`src/rtl/pc_sequencer.sv`:
```
// rtl/pc_sequencer.sv - program counter register and next-PC sequencing FSM
module pc_sequencer #(
  parameter logic [31:0] RESET_VECTOR = 32'h0000_0000,
  parameter logic [31:0] TRAP_VECTOR  = 32'h0000_0100
) (
  input  logic        clk,
  input  logic        rst,
  input  logic        stall,
  input  logic        is_branch,
  input  logic        branch_taken,
  input  logic        is_jal,
  input  logic        is_jalr,
  input  logic        is_ebreak,
  input  logic        resume,
  input  logic [31:0] imm,
  input  logic [31:0] rs1,
  output logic [31:0] pc,
  output logic [31:0] pc_plus4,
  output logic        mrs1andpc_ctr2,
  output logic        instr_valid,
  output logic        trap,
  output logic [31:0] bad_pc,
  output logic [1:0]  state
);

  typedef enum logic [1:0] {
    BOOT = 2'b00,
    RUN  = 2'b01,
    HALT = 2'b10,
    TRAP = 2'b11
  } state_t;

  state_t      state_q;
  logic [31:0] pc_q;
  logic [31:0] bad_pc_q;
  logic [31:0] base;
  logic [31:0] sum;
  logic [31:0] target;
  logic        redirect;

  assign state          = state_q;
  assign pc             = pc_q;
  assign bad_pc         = bad_pc_q;
  assign pc_plus4       = pc_q + 32'd4;
  assign mrs1andpc_ctr2 = (state_q == RUN) && is_jalr;
  assign instr_valid    = (state_q == RUN) && !stall;
  assign trap           = (state_q == TRAP);

  // JALR already selects rs1 as the base, so it wins over JAL without a separate path.
  always_comb begin
    base     = mrs1andpc_ctr2 ? rs1 : pc_q;
    sum      = base + imm;
    target   = {sum[31:1], sum[0] & ~is_jalr};
    redirect = is_jalr || is_jal || (is_branch && branch_taken);
  end

  always_ff @(posedge clk) begin
    if (rst) begin
      state_q  <= BOOT;
      pc_q     <= RESET_VECTOR;
      bad_pc_q <= 32'h0;
    end else begin
      case (state_q)
        BOOT: state_q <= RUN;
        RUN: begin
          if (!stall) begin
            if (is_ebreak) begin
              state_q <= HALT;
            end else if (redirect) begin
              if (target[1]) begin
                pc_q     <= TRAP_VECTOR;
                bad_pc_q <= pc_q;
                state_q  <= TRAP;
              end else begin
                pc_q <= target;
              end
            end else begin
              pc_q <= pc_plus4;
            end
          end
        end
        HALT: begin
          if (resume && !stall) begin
            pc_q    <= pc_plus4;
            state_q <= RUN;
          end
        end
        TRAP: state_q <= RUN;
        default: state_q <= BOOT;
      endcase
    end
  end

endmodule

```
`config.mk`:
```
export PLATFORM = sky130hd
export DESIGN_NAME = pc_sequencer
export DESIGN_NICKNAME = d
export VERILOG_FILES = /design/src/rtl/pc_sequencer.sv
export SDC_FILE = /design/constraint.sdc
export NUM_CORES = 1
export LEC_CHECK = 0
export CAP_MARGIN = 20
export CORE_MARGIN = 2
export CORE_UTILIZATION = 52
export CTS_CLUSTER_DIAMETER = 40
export DETAILED_ROUTE_END_ITERATION = 10
export GPL_TIMING_DRIVEN = 0
export PLACE_DENSITY = 0.95
export SYNTH_ARGS = -nofsm -noshare
export SYNTH_HDL_FRONTEND = slang
export SYNTH_SLANG_ARGS = --single-unit
```
`constraint.sdc`:
```
create_clock -name clk -period 6.94 [get_ports clk]
set_clock_uncertainty 0.2 [all_clocks]
set_input_delay 1.041 -clock clk [delete_from_list [all_inputs] [get_ports clk]]
set_output_delay 1.041 -clock clk [all_outputs]
set_load 0.01 [all_outputs]
```
== Word-level counts from Yosys, hierarchy flattened ==
Index checks and enable logic that the tools add are counted.

* Bits in read-only memories: 0
* Bits in registers: 66
* Output and inout port bits: 101
* Bits of input ports: 73
* Word-level logic and storage cells: 43
* Latch bits: 0
* Memories kept: 0
* RAM bits: 0

* $mul: 0
* $lt $le $gt $ge: 0
* Bitwise operators: 4
* Shift operators: 0
* Mux-type cells: 13
* Divide/modulo/power cells: 0
* Add/subtract/negate cells: 2
* Equality and inequality tests: 8
* Reduce and logical (&&, ||, !) cells: 13

{| class="wikitable"
|+ Operator list
! operator !! count
|-
| 2-to-1 mux 32 bit || 6
|-
| one-hot mux 32 bit (2 select lines) || 1
|-
| adder 32 x 3 -> 32 bit, second input constant || 1
|-
| adder 32 bit || 1
|-
| 2-to-1 mux 2 bit || 5
|-
| AND reduction 4 bit || 2
|-
| inequality test 2 bit, second input constant || 3
|-
| inequality test 3 bit, second input constant || 2
|-
| one-hot mux 2 bit (3 select lines) || 1
|-
| AND reduction 5 bit || 1
|-
| == test 2 bit, second input constant || 2
|-
| logical AND 1 bit || 4
|-
| inverter 1 bit || 3
|-
| == test 2 x 1 -> 1 bit, second input constant || 1
|-
| logical NOT 2 bit || 1
|-
| logical OR 1 bit || 2
|-
| nonzero test 2 bit || 1
|-
| OR reduction 2 bit || 1
|-
| bitwise AND 1 bit || 1
|-
| logical NOT 1 bit || 1
|}

== Longest topological paths before layout ==
Gate-level depths: netlist of run 1.

* Depth in word-level cells: 10
* Mapped depth: 16
* Mapped depth without buffers: 14

== Least setup slack after synthesis of run 1 ==
No wires, ideal clock.

* Path kind: input to register
* From: in is_jalr
* To: reg pc_q[28], in the netlist pc[28]
* Stages: 16
* Arrival: 4231 ps
* Setup time: 127 ps
* Buffers on the path: 2
* Path slack: 2382 ps
* Required time: 6613 ps
* Cell sequence: nand3b_1 clkbuf_1 clkinv_1 clkbuf_1 nand2_1 nand2_1 ha_1 fa_1 and3_2 a211oi_2 o21a_1 o31a_1 o31ai_4 a311oi_1 nor4_1 or3_1

* Longest elaborated chain between the ends: 8
* Elaborated cells between the ends (all ways): 10
* Those cells by class: 1 x add/sub; 6 x mux; 3 x reduce/logical

{| class="wikitable"
|+ RTL lines
! item !! RTL line !! source
|-
| start, declared || 12 || <nowiki>input logic is_jalr,</nowiki>
|-
| logical AND 1 bit || 45 || <nowiki>assign mrs1andpc_ctr2 = (state_q == RUN) && is_jalr;</nowiki>
|-
| 2-to-1 mux 32 bit || 51 || <nowiki>base = mrs1andpc_ctr2 ? rs1 : pc_q;</nowiki>
|-
| adder 32 bit || 52 || <nowiki>sum = base + imm;</nowiki>
|-
| 2-to-1 mux 32 bit || 70 || <nowiki>if (target[1]) begin</nowiki>
|-
| 2-to-1 mux 32 bit (*) || 69 || <nowiki>end else if (redirect) begin</nowiki>
|-
| 2-to-1 mux 32 bit (*) || 67 || <nowiki>if (is_ebreak) begin</nowiki>
|-
| 2-to-1 mux 32 bit (*) || 66 || <nowiki>if (!stall) begin</nowiki>
|-
| one-hot mux 32 bit (2 select lines) (*) || 63 || <nowiki>case (state_q)</nowiki>
|-
| end signal, assigned || 75 || <nowiki>pc_q <= target;</nowiki>
|-
| end signal, assigned || 78 || <nowiki>pc_q <= pc_plus4;</nowiki>
|-
| end signal, assigned || 84 || <nowiki>pc_q <= pc_plus4;</nowiki>
|-
| end, declared || 34 || <nowiki>logic [31:0] pc_q;</nowiki>
|}

Every way passes the cells marked *; elsewhere a longest branch is shown, timed or not. The select of a mux whose other input is x is not followed.
A chain may end at the register's enable or synchronous reset.

== Worst setup path in the final report of run 1 ==
Ends and elaborated chain as after synthesis.

==> results_tabular.tex, run 1 <==
\begin{tabular}{lr}
\hline
Metric & Value \\
\hline
\multicolumn{2}{l}{\textbf{Final layout}} \\
\quad Antenna diode instance count & 0 \\
\quad Total area of multi-input combinational cells & 0.00384 mm\^{}2 \\
\quad Post-layout instance area & roughly 0.0076 mm\^{}2 \\
\quad Ratio of cells with drive above 1 in the final layout & under 10\% \\
\quad Nets@finish & between 1000 and 1500 \\
\quad FILL cells & roughly 820 \\
\quad Sequential cell area & $\sim$0.0013 mm\^{}2 \\
\quad Area Growth Syn to Fin & 37.6\% \\
\multicolumn{2}{l}{\textbf{Detailed routing}} \\
\quad Average vias per placed instance & roughly 6.1 \\
\quad Residual antenna-violating net count after detailed routing & 0 \\
\quad Initial DRC count & approximately 720 \\
\quad Total via count in the routed design & 6655 \\
\quad DRC errors left & 0 \\
\quad Router iterations before antenna repair & 6 \\
\quad Routed len/inst & $\sim$19 um \\
\quad Final Routed Wirelength & 20300 um \\
\multicolumn{2}{l}{\textbf{Setup path}} \\
\quad Slowest cell delay on critical path & between 0.6 and 0.7 ns \\
\quad Startpoint-to-endpoint class of the critical path & in2reg \\
\quad Required arrival time at the worst endpoint & around 7 ns \\
\quad CP Max Fanout & 10 \\
\quad Arrival time worst endpoint & 6.27 ns \\
\quad Master of the slowest instance on the critical path & sky130\_fd\_sc\_hd\_\_clkbuf\_1 \\
\quad Cell breakdown of the critical path & clkdlybuf4s50\_1 -> nand3b\_1 -> clkbuf\_1 -> clkinv\_1 -> clkbuf\_1 -> nand2\_1 -> nand2\_1 -> ha\_1 -> fa\_1 -> and3\_2 -> a211oi\_2 -> o21a\_1 -> o31a\_1 -> o31ai\_4 -> a311oi\_1 -> nor4\_1 -> or3\_1 \\
\quad Startpoint kind of the worst setup timing path & input port \\
\quad Capturing element type of the critical path & flip-flop \\
\multicolumn{2}{l}{\textbf{CTS}} \\
\quad Cts hold-fix bufs & 0 \\
\quad CTS tree & built \\
\quad Buffer type at the clock tree root & sky130\_fd\_sc\_hd\_\_clkbuf\_8 \\
\quad TritonCTS buffer count & 9 \\
\quad CTS-repair resized insts & 0 \\
\quad Clock Sink Count & 64 \\
\quad Clock edge transition at the registers on the reported setup and hold paths & roughly 0.070 ns \\
\quad Depth of the CTS H-tree & 3 \\
\quad Bufs on Longest Clock Path & 2 \\
\quad Clock latency of the later-clocked register in the worst-skew pair & roughly 0.35 ns \\
\quad Setup Fix Bufs, Post-CTS & 0 \\
\multicolumn{2}{l}{\textbf{Floorplan}} \\
\quad Area of the die & $\sim$0.011 mm\^{}2 \\
\quad Core outline area & 0.0103 mm\^{}2 \\
\quad DIE WIDTH & between 100 and 150 um \\
\quad Effective utilization at floorplan & about 54\% \\
\quad Die Height & approximately 110 um \\
\quad Number of ports placed on the die boundary & between 150 and 200 \\
\quad Number of core rows & 37 \\
\multicolumn{2}{l}{\textbf{Synth}} \\
\quad Most frequently used flop master after synthesis & sky130\_fd\_sc\_hd\_\_dfxtp\_1 \\
\quad Post-synthesis instance total & about 770 \\
\quad Leading post-synthesis cells by cell area & sky130\_fd\_sc\_hd\_\_dfxtp\_1 23\%, sky130\_fd\_sc\_hd\_\_nand2\_1 13\%, sky130\_fd\_sc\_hd\_\_ha\_1 8.9\% \\
\quad Number of synthesized register bits & between 60 and 70 \\
\quad Number of enable-type register cells in the synthesized netlist & 0 \\
\quad Most area-hungry cell type in the Yosys netlist & sky130\_fd\_sc\_hd\_\_dfxtp\_1 \\
\quad Number of distinct library cell variants in the gate-level netlist after synthesis & 75 \\
\quad Share of the synthesized area in the top cell type & roughly a quarter \\
\quad Syn Std Cell Area & approximately 0.0055 mm\^{}2 \\
\quad Share of synthesized registers carrying an async set or reset & 0\% \\
\quad Register area share after synthesis & about a quarter \\
\quad Average cell area after synthesis & just over 7 um\^{}2 \\
\quad Yosys warning count & 0 \\
\multicolumn{2}{l}{\textbf{Timing}} \\
\quad Number of setup violations in the final report & 0 \\
\quad Fmax achieved & between 150 and 200 MHz \\
\quad Final setup slack of the worst path & 0.710 ns \\
\quad Unrepaired setup endpoints after global routing & false \\
\quad Number of pins exceeding their max-slew limit in the final report & 0 \\
\quad Aggregate negative setup slack & 0 ns \\
\quad Least-Margin Pin Slew & about 0.83 ns \\
\quad Final critical-path required period & a little over 6 ns \\
\quad Worst slew margin & between 40\% and 50\% \\
\quad Count of final hold-check violations & 0 \\
\quad Min Hold Slack & 0.259 ns \\
\quad Crit share post-route & between 80 and 90\% \\
\multicolumn{2}{l}{\textbf{Placement}} \\
\quad Gpl congestion & approximately 1 \\
\quad Pre-CTS WS & around 0.49 ns \\
\quad Final HPWL from detailed placement & $\sim$15000 um \\
\quad Placed Instance Area & $\sim$0.0074 mm\^{}2 \\
\quad I/O Buffers & between 150 and 200 \\
\multicolumn{2}{l}{\textbf{Global routing}} \\
\quad Global-route wire length before repair & 31300 um \\
\quad Most Used Layer, Global Route & met2 \\
\quad Global route total overflow & 0 \\
\quad Met3 layer usage reported by global route & 4.56\% \\
\quad Antenna violations before repair & 0 \\
\quad Largest net degree at the start of global routing & 11 \\
\quad Met1 demand-to-capacity share in global routing & between 40\% and 50\% \\
\quad Met2 global-route usage & 56.7\% \\
\quad Vias in the first global route & 6035 \\
\quad Combined global-route utilization of all metal layers & 35.0\% \\
\multicolumn{2}{l}{\textbf{Pwr}} \\
\quad Worst supply voltage drop on vdd & $\sim$0.091 mV \\
\quad Total power divided by cell area & about 150 mW/mm\^{}2 \\
\quad Leak & between 3 and 4 nW \\
\quad Pwr Total & 1.17 mW \\
\multicolumn{2}{l}{\textbf{Run}} \\
\quad Number of max-cap violations & 0 \\
\multicolumn{2}{l}{\textbf{Run status}} \\
\quad Status & finished clean \\
\multicolumn{2}{l}{\textbf{Min path}} \\
\quad Tightest Hold Check Type & reg2reg \\
\hline
\end{tabular}
==> worst max-delay path: cells and delay by family <==
kind	cells	cell delay, ns
AOI/OAI and AO/OA	5	1.43
and+or+nand+nor	6	1.06
adders and majority gates	2	0.65
buffers and inverters	4	2.07
==> metal layers <==
metal  routed length (um)  vias up  part of all wire (%)
met2                 9220      454                    46
li1                     -     3080                     -
met3                 2320       63                    11
met5                    0        -                     0
met4                  757        0                   3.7
met1                 7970     3058                    39
==> sequential cells by signal, summed over array words and instances (netlist names) <==
name and cells:
pc 31, state 2, bad_pc 31
==> layout by cell type, fill, tap and decap left out, types with 4 or more instances in the layout <==
cell                              netlist  routed
sky130_fd_sc_hd__nand2_1              184     184
sky130_fd_sc_hd__clkdlybuf4s50_1        0     169
sky130_fd_sc_hd__a21oi_1               71      71
sky130_fd_sc_hd__dfxtp_1               64      64
sky130_fd_sc_hd__nor2_1                56      56
sky130_fd_sc_hd__ha_1                  39      39
sky130_fd_sc_hd__clkbuf_1              36      38
sky130_fd_sc_hd__o21ai_0               33      33
sky130_fd_sc_hd__nor3_1                25      25
sky130_fd_sc_hd__xor2_1                25      25
sky130_fd_sc_hd__xnor2_1               24      24
sky130_fd_sc_hd__nand3_1               21      21
sky130_fd_sc_hd__a21o_1                15      15
sky130_fd_sc_hd__a221oi_1              15      15
sky130_fd_sc_hd__clkbuf_8               3      14
sky130_fd_sc_hd__nand4_1               12      12
sky130_fd_sc_hd__a211oi_1              10      10
sky130_fd_sc_hd__inv_1                 10      10
sky130_fd_sc_hd__a22oi_1                7       7
sky130_fd_sc_hd__and2_1                 6       6
sky130_fd_sc_hd__o21bai_1               6       6
sky130_fd_sc_hd__a31oi_1                6       6
sky130_fd_sc_hd__o22ai_1                6       6
sky130_fd_sc_hd__or3_1                  5       5
sky130_fd_sc_hd__buf_1                  5       5
sky130_fd_sc_hd__buf_2                  4       4
sky130_fd_sc_hd__a311oi_1               4       4
sky130_fd_sc_hd__nand2b_1               4       4
sky130_fd_sc_hd__buf_4                  4       4
==> Yosys cell counts, types with 5 or more instances <==
cell and n:
sky130_fd_sc_hd__a31oi_1 6, sky130_fd_sc_hd__nand4_1 12, sky130_fd_sc_hd__a22oi_1 7, sky130_fd_sc_hd__a21o_1 15, sky130_fd_sc_hd__dfxtp_1 64, sky130_fd_sc_hd__o22ai_1 6, sky130_fd_sc_hd__inv_1 10, sky130_fd_sc_hd__buf_1 5
sky130_fd_sc_hd__ha_1 39, sky130_fd_sc_hd__o21ai_0 33, sky130_fd_sc_hd__nand3_1 21, sky130_fd_sc_hd__xor2_1 25, sky130_fd_sc_hd__or3_1 5, sky130_fd_sc_hd__o21bai_1 6, sky130_fd_sc_hd__nand2_1 184, sky130_fd_sc_hd__nor2_1 56
sky130_fd_sc_hd__a211oi_1 10, sky130_fd_sc_hd__and2_1 6, sky130_fd_sc_hd__clkbuf_1 36, sky130_fd_sc_hd__xnor2_1 24, sky130_fd_sc_hd__a221oi_1 15, sky130_fd_sc_hd__nor3_1 25, sky130_fd_sc_hd__a21oi_1 71
==> where the power goes <==
group          internal [mW]  leakage, nW  total (mW)  switching (mW)
combinational          0.195         2.40       0.439           0.243
clock                  0.185        0.103       0.334           0.149
sequential             0.379        0.518       0.399          0.0204
==> layout make-up <==
cell class | instances | area share (%)
multi-input combinational | 639 | 50.8
timing repair buffer | 169 | 22.4
sequential | 64 | 16.9
buffer | 59 | 4.51
tap | 136 | 2.25
clock buffer | 13 | 2.10
inverter | 11 | 0.546
clock inverter | 3 | 0.529
==> kinds of logic (layout without fill, tap and decap cells) <==
| family | after synthesis | after routing | synth area share [%] |
|---|---|---|---|
| other | 1 | 3 | 0.0682 |
| xor gates and xnor gates | 49 | 49 | 7.80 |
| buffers and inverters | 70 | 255 | 6.96 |
| and+or+nand+nor | 346 | 346 | 28.8 |
| DFF | 64 | 64 | 23.3 |
| AOI/OAI and AO/OA | 198 | 198 | 23.3 |
| adders and majority gates | 40 | 40 | 9.24 |
| muxes | 3 | 3 | 0.546 |
==> stage by stage <==
| stage | instances | utilization (%) |
|---|---|---|
| 2_1_floorplan | 773 | - |
| 3_3_place_gp | 1078 | 71.7 |
| 3_5_place_dp | 1078 | 71.7 |
| 4_1_cts | 1094 | 73.6 |
| 5_1_grt | 1094 | 73.6 |
| 6_report | 1094 | 73.6 |
==> final timing paths <==
| kind | start | end | slack, ns | cells past startpoint |
|---|---|---|---|---|
| max | is_jalr | pc[28] | 0.71 | 17 |
| min | bad_pc[29] | bad_pc[29] | 0.26 | 2 |
| max reg2reg | state[1] | pc[28] | 1.44 | 16 |
| min reg2reg | bad_pc[29] | bad_pc[29] | 0.26 | 2 |
Note: power is estimated with default switching activity, not from simulation.
==> run 2: changes to the inputs <==
ABC_AREA = 1   (was default)
CORE_UTILIZATION = 69   (was 52)
DONT_BUFFER_PORTS = 1   (was default)
==> results_tabular.tex, run 2 <==
\begin{tabular}{lr}
\hline
Metric & Value \\
\hline
\multicolumn{2}{l}{\textbf{Run status}} \\
\quad Status & finished clean \\
\multicolumn{2}{l}{\textbf{Timing}} \\
\quad Final setup slack of the worst path & $\sim$2.6 ns \\
\quad Count of final hold-check violations & 0 \\
\quad Crit share post-route & between 60\% and 70\% \\
\quad Unrepaired setup endpoints after global routing & false \\
\quad Aggregate negative setup slack & 0 ns \\
\quad Worst slew margin & roughly half \\
\quad Number of pins exceeding their max-slew limit in the final report & 0 \\
\quad Final critical-path required period & 4.30 ns \\
\quad Fmax achieved & $\sim$230 MHz \\
\quad Least-Margin Pin Slew & around 0.74 ns \\
\quad Number of setup violations in the final report & 0 \\
\quad Min Hold Slack & between 0.3 and 0.4 ns \\
\multicolumn{2}{l}{\textbf{Synth}} \\
\quad Leading post-synthesis cells by cell area & sky130\_fd\_sc\_hd\_\_nand2\_1 24\%, sky130\_fd\_sc\_hd\_\_dfxtp\_1 20\%, sky130\_fd\_sc\_hd\_\_inv\_1 10\% \\
\quad Xor-xnor portion of the synthesized cell area & roughly 3.9\% \\
\quad Number of synthesized register bits & 64 \\
\quad Most frequently used flop master after synthesis & sky130\_fd\_sc\_hd\_\_dfxtp\_1 \\
\quad Syn Std Cell Area & 0.00627 mm\^{}2 \\
\quad Number of enable-type register cells in the synthesized netlist & 0 \\
\quad Most area-hungry cell type in the Yosys netlist & sky130\_fd\_sc\_hd\_\_nand2\_1 \\
\quad Adder and majority cell fraction of the synthesized area & under 10\% \\
\quad Post-synthesis compound-gate area fraction & about 14\% \\
\quad Leading cell type by number of instances after synthesis & sky130\_fd\_sc\_hd\_\_nand2\_1 \\
\quad Average cell area after synthesis & 5.65 um\^{}2 \\
\quad Multiplexer share of the synthesized area & 0\% \\
\quad Share of synthesized registers carrying an async set or reset & 0\% \\
\quad Post-Synth Simple-Gate Area & $\sim$40\% \\
\quad Post-synthesis instance total & 1109 \\
\quad Commonest cells in the netlist & 401 x sky130\_fd\_sc\_hd\_\_nand2\_1, 168 x sky130\_fd\_sc\_hd\_\_inv\_1, 83 x sky130\_fd\_sc\_hd\_\_nor2\_1 \\
\quad Dominant combinational cell family by area after synthesis & simple AND/OR/NAND/NOR gates \\
\quad Yosys warning count & 0 \\
\quad Number of distinct library cell variants in the gate-level netlist after synthesis & 43 \\
\quad Register area share after synthesis & about a fifth \\
\quad Share of the synthesized area in the top cell type & 24.0\% \\
\multicolumn{2}{l}{\textbf{Pwr}} \\
\quad Total power divided by cell area & between 150 and 200 mW/mm\^{}2 \\
\quad Switching power of the nets & 468 uW \\
\quad Leak & about 3.6 nW \\
\quad Worst supply voltage drop on vdd & between 0.15 and 0.2 mV \\
\quad Power share of the clock group & about a third \\
\quad Logic gate share of total power & approximately 33\% \\
\quad Sw frac & roughly 39\% \\
\quad Internal power component & 747 uW \\
\quad Flop pwr share & 34.5\% \\
\multicolumn{2}{l}{\textbf{Final layout}} \\
\quad Most common cell after layout, fill and taps aside & sky130\_fd\_sc\_hd\_\_nand2\_1 \\
\quad Most frequent cells in the layout & 401 x sky130\_fd\_sc\_hd\_\_nand2\_1, 168 x sky130\_fd\_sc\_hd\_\_inv\_1, 83 x sky130\_fd\_sc\_hd\_\_nor2\_1, 76 x sky130\_fd\_sc\_hd\_\_o21ai\_0, 71 x sky130\_fd\_sc\_hd\_\_a21oi\_1 \\
\quad Nets@finish & between 1000 and 1500 \\
\quad FILL cells & 800 \\
\quad Area Growth Syn to Fin & 6.15\% \\
\quad Sequential cell area & 0.00128 mm\^{}2 \\
\quad Post-layout instance area & about 0.0067 mm\^{}2 \\
\quad Total area of multi-input combinational cells & between 0.004 and 0.005 mm\^{}2 \\
\quad Ratio of cells with drive above 1 in the final layout & under 10\% \\
\quad Antenna diode instance count & 0 \\
\multicolumn{2}{l}{\textbf{Global routing}} \\
\quad Largest net degree at the start of global routing & 13 \\
\quad Vias in the first global route & around 6700 \\
\quad Global-route wire length before repair & 33500 um \\
\quad Antenna violations before repair & 0 \\
\quad Combined global-route utilization of all metal layers & 43.5\% \\
\quad Global route total overflow & 0 \\
\multicolumn{2}{l}{\textbf{Placement}} \\
\quad Final HPWL from detailed placement & $\sim$17000 um \\
\quad Placed Instance Area & 0.00641 mm\^{}2 \\
\quad Pre-CTS WS & 2.38 ns \\
\quad I/O Buffers & 0 \\
\quad Gpl congestion & between 0.9 and 1 \\
\multicolumn{2}{l}{\textbf{Setup path}} \\
\quad Cell family with the largest share of critical-path delay & buffers and inverters \\
\quad Required arrival time at the worst endpoint & about 7.0 ns \\
\quad Cell breakdown of the critical path & inv\_2 -> nor2\_2 -> nand2\_1 -> buf\_2 -> clkinv\_1 -> clkbuf\_1 -> nand2\_1 -> nand2\_1 -> ha\_1 -> fa\_1 -> inv\_1 -> buf\_1 -> nand3\_1 -> nand2\_1 -> nand2\_1 -> a21oi\_1 \\
\quad Buffers and inverters on the worst path & 6 \\
\quad Crit path top cell by count & sky130\_fd\_sc\_hd\_\_nand2\_1 \\
\quad CP Max Fanout & 10 \\
\quad Slowest cell delay on critical path & about 0.60 ns \\
\quad Startpoint kind of the worst setup timing path & flip-flop \\
\quad Arrival time worst endpoint & 4.38 ns \\
\quad Startpoint-to-endpoint class of the critical path & reg2reg \\
\quad Master of the slowest instance on the critical path & sky130\_fd\_sc\_hd\_\_clkbuf\_1 \\
\quad Capturing element type of the critical path & flip-flop \\
\multicolumn{2}{l}{\textbf{Detailed routing}} \\
\quad DRC errors left & 0 \\
\quad Residual antenna-violating net count after detailed routing & 0 \\
\quad Router iterations before antenna repair & 8 \\
\quad Final Routed Wirelength & 21800 um \\
\quad Routed len/inst & between 15 and 20 um \\
\quad Total via count in the routed design & roughly 7400 \\
\quad Average vias per placed instance & roughly 6.0 \\
\quad Initial DRC count & between 600 and 700 \\
\multicolumn{2}{l}{\textbf{CTS}} \\
\quad Buffer type at the clock tree root & sky130\_fd\_sc\_hd\_\_clkbuf\_8 \\
\quad Bufs on Longest Clock Path & 2 \\
\quad CTS-repair resized insts & 0 \\
\quad Clock Sink Count & 64 \\
\quad TritonCTS buffer count & 9 \\
\quad Depth of the CTS H-tree & 3 \\
\quad Setup Fix Bufs, Post-CTS & 0 \\
\quad Clock latency of the later-clocked register in the worst-skew pair & between 0.3 and 0.4 ns \\
\quad Clock edge transition at the registers on the reported setup and hold paths & approximately 0.080 ns \\
\quad Cts hold-fix bufs & 0 \\
\quad CTS tree & built \\
\multicolumn{2}{l}{\textbf{Floorplan}} \\
\quad Core outline area & 0.00876 mm\^{}2 \\
\quad Number of ports placed on the die boundary & about 170 \\
\quad Number of core rows & 34 \\
\quad Effective utilization at floorplan & between 70\% and 80\% \\
\quad Area of the die & 0.00986 mm\^{}2 \\
\quad Die Height & a little under 100 um \\
\quad DIE WIDTH & approximately 99 um \\
\multicolumn{2}{l}{\textbf{Run}} \\
\quad Number of max-cap violations & 0 \\
\multicolumn{2}{l}{\textbf{Min path}} \\
\quad Tightest Hold Check Type & reg2reg \\
\hline
\end{tabular}
==> run 2: changes by cell type in the layout (fill, tap and decap cells not counted), sizes merged, moves of 32 or more <==
cell,delta
inv,+161
nand3,+45
o21ai,+44
nand2,+219
clkdlybuf4s50,-170
nor2,+32
==> run 2: cell type report <==
class	count	area share, %
plain buffers	35	2.78
multi-input cells	840	62.6
clock buffers	9	1.86
flip-flops and latches	64	19.3
clock inverters	7	1.79
inverters	172	9.71
well taps	108	2.03
==> run 2: tightest hold or removal path, cell delays in order (launching register included) <==
cell and delay (ns):
sky130_fd_sc_hd__dfxtp_1 0.38, sky130_fd_sc_hd__nand2_1 0.09, sky130_fd_sc_hd__a21oi_1 0.06
==> run 2: final timing paths <==
check                start     end  slack, ns  cells past startpoint
hold reg to reg     pc[31]  pc[31]       0.37                      2
setup reg to reg  state[0]  pc[30]       2.64                     16
setup / recovery  state[0]  pc[30]       2.64                     16
hold / removal      pc[31]  pc[31]       0.37                      2
==> run 2: through the flow <==
| step | power (mW) | cells | util, % |
|---|---|---|---|
| 3_5_place_dp | 0.807 | 1219 | 73.1 |
| 3_3_place_gp | 0.800 | 1219 | 73.1 |
| 4_1_cts | 1.19 | 1235 | 75.9 |
| 6_report | 1.22 | 1235 | 75.9 |
| 5_1_grt | 1.27 | 1235 | 75.9 |
| 2_1_floorplan | 0.702 | 1111 | - |
==> run 2: per-layer routing <==
| layer | up-vias | track usage, % | share of wire (%) | wire length (um) |
|---|---|---|---|---|
| li1 | 3511 | - | - | - |
| met1 | 3194 | 53.7 | 37 | 8120 |
| met2 | 551 | 70.0 | 44 | 9490 |
| met3 | 102 | 11.7 | 14 | 2950 |
| met4 | 0 | 21.5 | 5.8 | 1260 |
| met5 | - | 0 | 0 | 0 |
==> run 2: kinds of logic after synthesis <==
kind of cell / Yosys count
AO/OA/AOI/OAI: 168
flip-flops: 64
XOR/XNOR: 28
AND/OR/NAND/NOR: 601
adder cells (fa/ha/maj): 40
buffers and inverters: 207
other: 1
==> run 2: power by group through the flow <==
stage / clock (mW) / combinational [mW] / sequential [mW]
6_report: 0.402 / 0.395 / 0.419
5_1_grt: 0.410 / 0.438 / 0.421
4_1_cts: 0.393 / 0.383 / 0.418
3_5_place_dp: 0 / 0.380 / 0.426
2_1_floorplan: 0 / 0.285 / 0.418
3_3_place_gp: 0 / 0.374 / 0.426
==> run 3: changes to the inputs <==
CORE_UTILIZATION = 66   (was 69)
PLACE_DENSITY = 0.93   (was 0.95)
clock period = 4.5 ns   (was 6.94 ns; I/O delays follow)
==> results_tabular.tex, run 3 (same netlist as run 2, synthesis figures left out) <==
\begin{tabular}{lr}
\hline
Metric & Value \\
\hline
\multicolumn{2}{l}{\textbf{Run status}} \\
\quad Status & finished clean \\
\multicolumn{2}{l}{\textbf{Detailed routing}} \\
\quad Initial DRC count & between 600 and 700 \\
\quad Total via count in the routed design & 7223 \\
\quad DRC errors left & 0 \\
\quad Router iterations before antenna repair & 5 \\
\quad Routed len/inst & 17.2 um \\
\quad Final Routed Wirelength & around 22000 um \\
\quad Average vias per placed instance & roughly 5.8 \\
\quad Residual antenna-violating net count after detailed routing & 0 \\
\multicolumn{2}{l}{\textbf{Final layout}} \\
\quad Most frequent cells in the layout & 401 x sky130\_fd\_sc\_hd\_\_nand2\_1, 168 x sky130\_fd\_sc\_hd\_\_inv\_1, 83 x sky130\_fd\_sc\_hd\_\_nor2\_1, 76 x sky130\_fd\_sc\_hd\_\_o21ai\_0, 71 x sky130\_fd\_sc\_hd\_\_a21oi\_1 \\
\quad Post-layout instance area & 0.00661 mm\^{}2 \\
\quad FILL cells & 861 \\
\quad Nets@finish & roughly 1200 \\
\quad Final cell utilization of the core & 71.6\% \\
\quad Ratio of cells with drive above 1 in the final layout & around 5.0\% \\
\quad Antenna diode instance count & 0 \\
\quad Area Growth Syn to Fin & 5.55\% \\
\quad Most common cell after layout, fill and taps aside & sky130\_fd\_sc\_hd\_\_nand2\_1 \\
\multicolumn{2}{l}{\textbf{Min path}} \\
\quad Hold Path Stages & 1 \\
\quad Tightest Hold Check Type & in2reg \\
\quad Critical hold path startpoint & rst \\
\quad Endpoint of the worst hold path & pc[2] \\
\multicolumn{2}{l}{\textbf{Setup path}} \\
\quad Startpoint kind of the worst setup timing path & flip-flop \\
\quad Arrival time worst endpoint & around 4.4 ns \\
\quad Endpoint of the worst-slack reg-to-reg timing path & pc[21] \\
\quad Flop2flop setup slack & around 0.20 ns \\
\quad Required arrival time at the worst endpoint & between 4 and 5 ns \\
\quad Master of the slowest instance on the critical path & sky130\_fd\_sc\_hd\_\_clkbuf\_1 \\
\quad Slowest cell delay on critical path & 0.58 ns \\
\quad Count of cells along the worst register-to-register path & 16 \\
\quad Cell family with the largest share of critical-path delay & buffers and inverters \\
\quad Capturing element type of the critical path & flip-flop \\
\quad Crit path top cell by count & sky130\_fd\_sc\_hd\_\_nand2\_1 \\
\quad Number of cells on the critical path & 16 \\
\quad Buffers and inverters on the worst path & 6 \\
\quad Cell breakdown of the critical path & inv\_2 -> nor2\_2 -> nand2\_1 -> buf\_2 -> clkinv\_1 -> clkbuf\_1 -> nand2\_1 -> nand2\_1 -> ha\_1 -> fa\_1 -> inv\_1 -> buf\_1 -> nand3\_1 -> nand2\_1 -> nand2\_1 -> a21oi\_1 \\
\quad CP Max Fanout & 10 \\
\quad Startpoint-to-endpoint class of the critical path & reg2reg \\
\quad Launch point of the worst reg-to-reg path & state[0] \\
\multicolumn{2}{l}{\textbf{Global routing}} \\
\quad Global route total overflow & 0 \\
\quad Antenna violations before repair & 0 \\
\quad Largest net degree at the start of global routing & 14 \\
\quad Vias in the first global route & about 6700 \\
\quad Combined global-route utilization of all metal layers & a little over two fifths \\
\quad Global-route wire length before repair & 33400 um \\
\multicolumn{2}{l}{\textbf{CTS}} \\
\quad Clock latency of the later-clocked register in the worst-skew pair & 0.36 ns \\
\quad Cts hold-fix bufs & 0 \\
\quad Setup Fix Bufs, Post-CTS & 0 \\
\quad CTS-repair resized insts & 0 \\
\quad Clock edge transition at the registers on the reported setup and hold paths & 0.08 ns \\
\quad Depth of the CTS H-tree & 3 \\
\quad Bufs on Longest Clock Path & 2 \\
\quad CTS tree & built \\
\quad Buffer type at the clock tree root & sky130\_fd\_sc\_hd\_\_clkbuf\_8 \\
\quad TritonCTS buffer count & 9 \\
\quad Clock Sink Count & 64 \\
\multicolumn{2}{l}{\textbf{Timing}} \\
\quad Aggregate negative setup slack & 0 ns \\
\quad Number of pins exceeding their max-slew limit in the final report & 0 \\
\quad Fmax achieved & between 200 and 250 MHz \\
\quad Final setup slack of the worst path & 0.198 ns \\
\quad Crit share post-route & 95.6\% \\
\quad Unrepaired setup endpoints after global routing & false \\
\quad Least-Margin Pin Slew & between 0.7 and 0.8 ns \\
\quad Count of final hold-check violations & 0 \\
\quad Min Hold Slack & $\sim$0.18 ns \\
\quad Worst slew margin & between 50\% and 60\% \\
\quad Final critical-path required period & 4.30 ns \\
\quad Number of setup violations in the final report & 0 \\
\multicolumn{2}{l}{\textbf{Placement}} \\
\quad Pre-CTS WS & 0.310 ns \\
\quad Gpl congestion & a little over 1 \\
\quad Placed Instance Area & about 0.0064 mm\^{}2 \\
\quad I/O Buffers & 0 \\
\quad Final HPWL from detailed placement & between 15000 and 20000 um \\
\multicolumn{2}{l}{\textbf{Pwr}} \\
\quad Power share of the clock group & approximately 27\% \\
\quad Total power divided by cell area & $\sim$260 mW/mm\^{}2 \\
\quad Flop pwr share & a little under two fifths \\
\quad Sw frac & 42.4\% \\
\quad Logic gate share of total power & between 30\% and 40\% \\
\quad Worst supply voltage drop on vdd & 0.244 mV \\
\quad Leak & about 3.5 nW \\
\quad Internal power component & slightly below 1 mW \\
\quad Switching power of the nets & 729 uW \\
\multicolumn{2}{l}{\textbf{Floorplan}} \\
\quad Number of ports placed on the die boundary & 174 \\
\quad Number of core rows & 35 \\
\quad Core outline area & 0.00924 mm\^{}2 \\
\quad DIE WIDTH & around 100 um \\
\quad Effective utilization at floorplan & slightly below 70\% \\
\quad Die Height & between 100 and 150 um \\
\quad Area of the die & approximately 0.010 mm\^{}2 \\
\multicolumn{2}{l}{\textbf{Run}} \\
\quad Number of max-cap violations & 0 \\
\hline
\end{tabular}
==> run 3: how the worst max path moves through the flow <==
stage | start | to | slack (ns)
finish | state[0] | pc[21] | 0.20
global placement | is_jalr | pc[21] | 0.32
floorplan | is_jalr | pc[24] | 1.23
CTS | state[0] | pc[21] | 0.30
global route | state[0] | pc[21] | 0.009
detailed placement | is_jalr | pc[21] | 0.31
==> run 3: stage by stage <==
stage	instances	total power, mW
final	1256	1.72
after global placement	1240	1.24
after floorplan	1111	1.08
after global routing	1256	1.81
after detailed placement	1240	1.25
after CTS	1256	1.69
==> run 3: worst register-to-register path: stages (launching register included) <==
cell,delay (ns)
sky130_fd_sc_hd__dfxtp_1,0.44
sky130_fd_sc_hd__inv_2,0.06
sky130_fd_sc_hd__nor2_2,0.19
sky130_fd_sc_hd__nand2_1,0.12
sky130_fd_sc_hd__buf_2,0.22
sky130_fd_sc_hd__clkinv_1,0.22
sky130_fd_sc_hd__clkbuf_1,0.58
sky130_fd_sc_hd__nand2_1,0.10
sky130_fd_sc_hd__nand2_1,0.09
sky130_fd_sc_hd__ha_1,0.24
sky130_fd_sc_hd__fa_1,0.51
sky130_fd_sc_hd__inv_1,0.27
sky130_fd_sc_hd__buf_1,0.45
sky130_fd_sc_hd__nand3_1,0.23
sky130_fd_sc_hd__nand2_1,0.11
sky130_fd_sc_hd__nand2_1,0.05
sky130_fd_sc_hd__a21oi_1,0.12
==> run 3: per-layer routing <==
metal	global-route usage (%)	share of wire, %	up-vias
met5	0	0	-
met4	18.0	4.7	0
met3	12.9	13	78
met2	66.6	44	449
met1	52.9	38	3178
li1	-	-	3518
==> run 3: area by class of cell <==
cell class              instances  area [um^2]  share of cell area (%)
well taps                     129          161                    2.44
clock buffers                   9          124                    1.87
flip-flops and latches         64         1280                    19.4
plain buffers                  35          185                    2.80
clock inverters                 7         55.1                   0.832
inverters                     172          646                    9.76
multi-input cells             840         4160                    62.9
==> run 3: power by group through the flow <==
| stage | combinational, mW | clock, mW | sequential (mW) |
|---|---|---|---|
| floorplan | 0.439 | 0 | 0.645 |
| global placement | 0.583 | 0 | 0.657 |
| detailed placement | 0.590 | 0 | 0.658 |
| CTS | 0.593 | 0.452 | 0.645 |
| global route | 0.680 | 0.479 | 0.649 |
| finish | 0.608 | 0.462 | 0.646 |
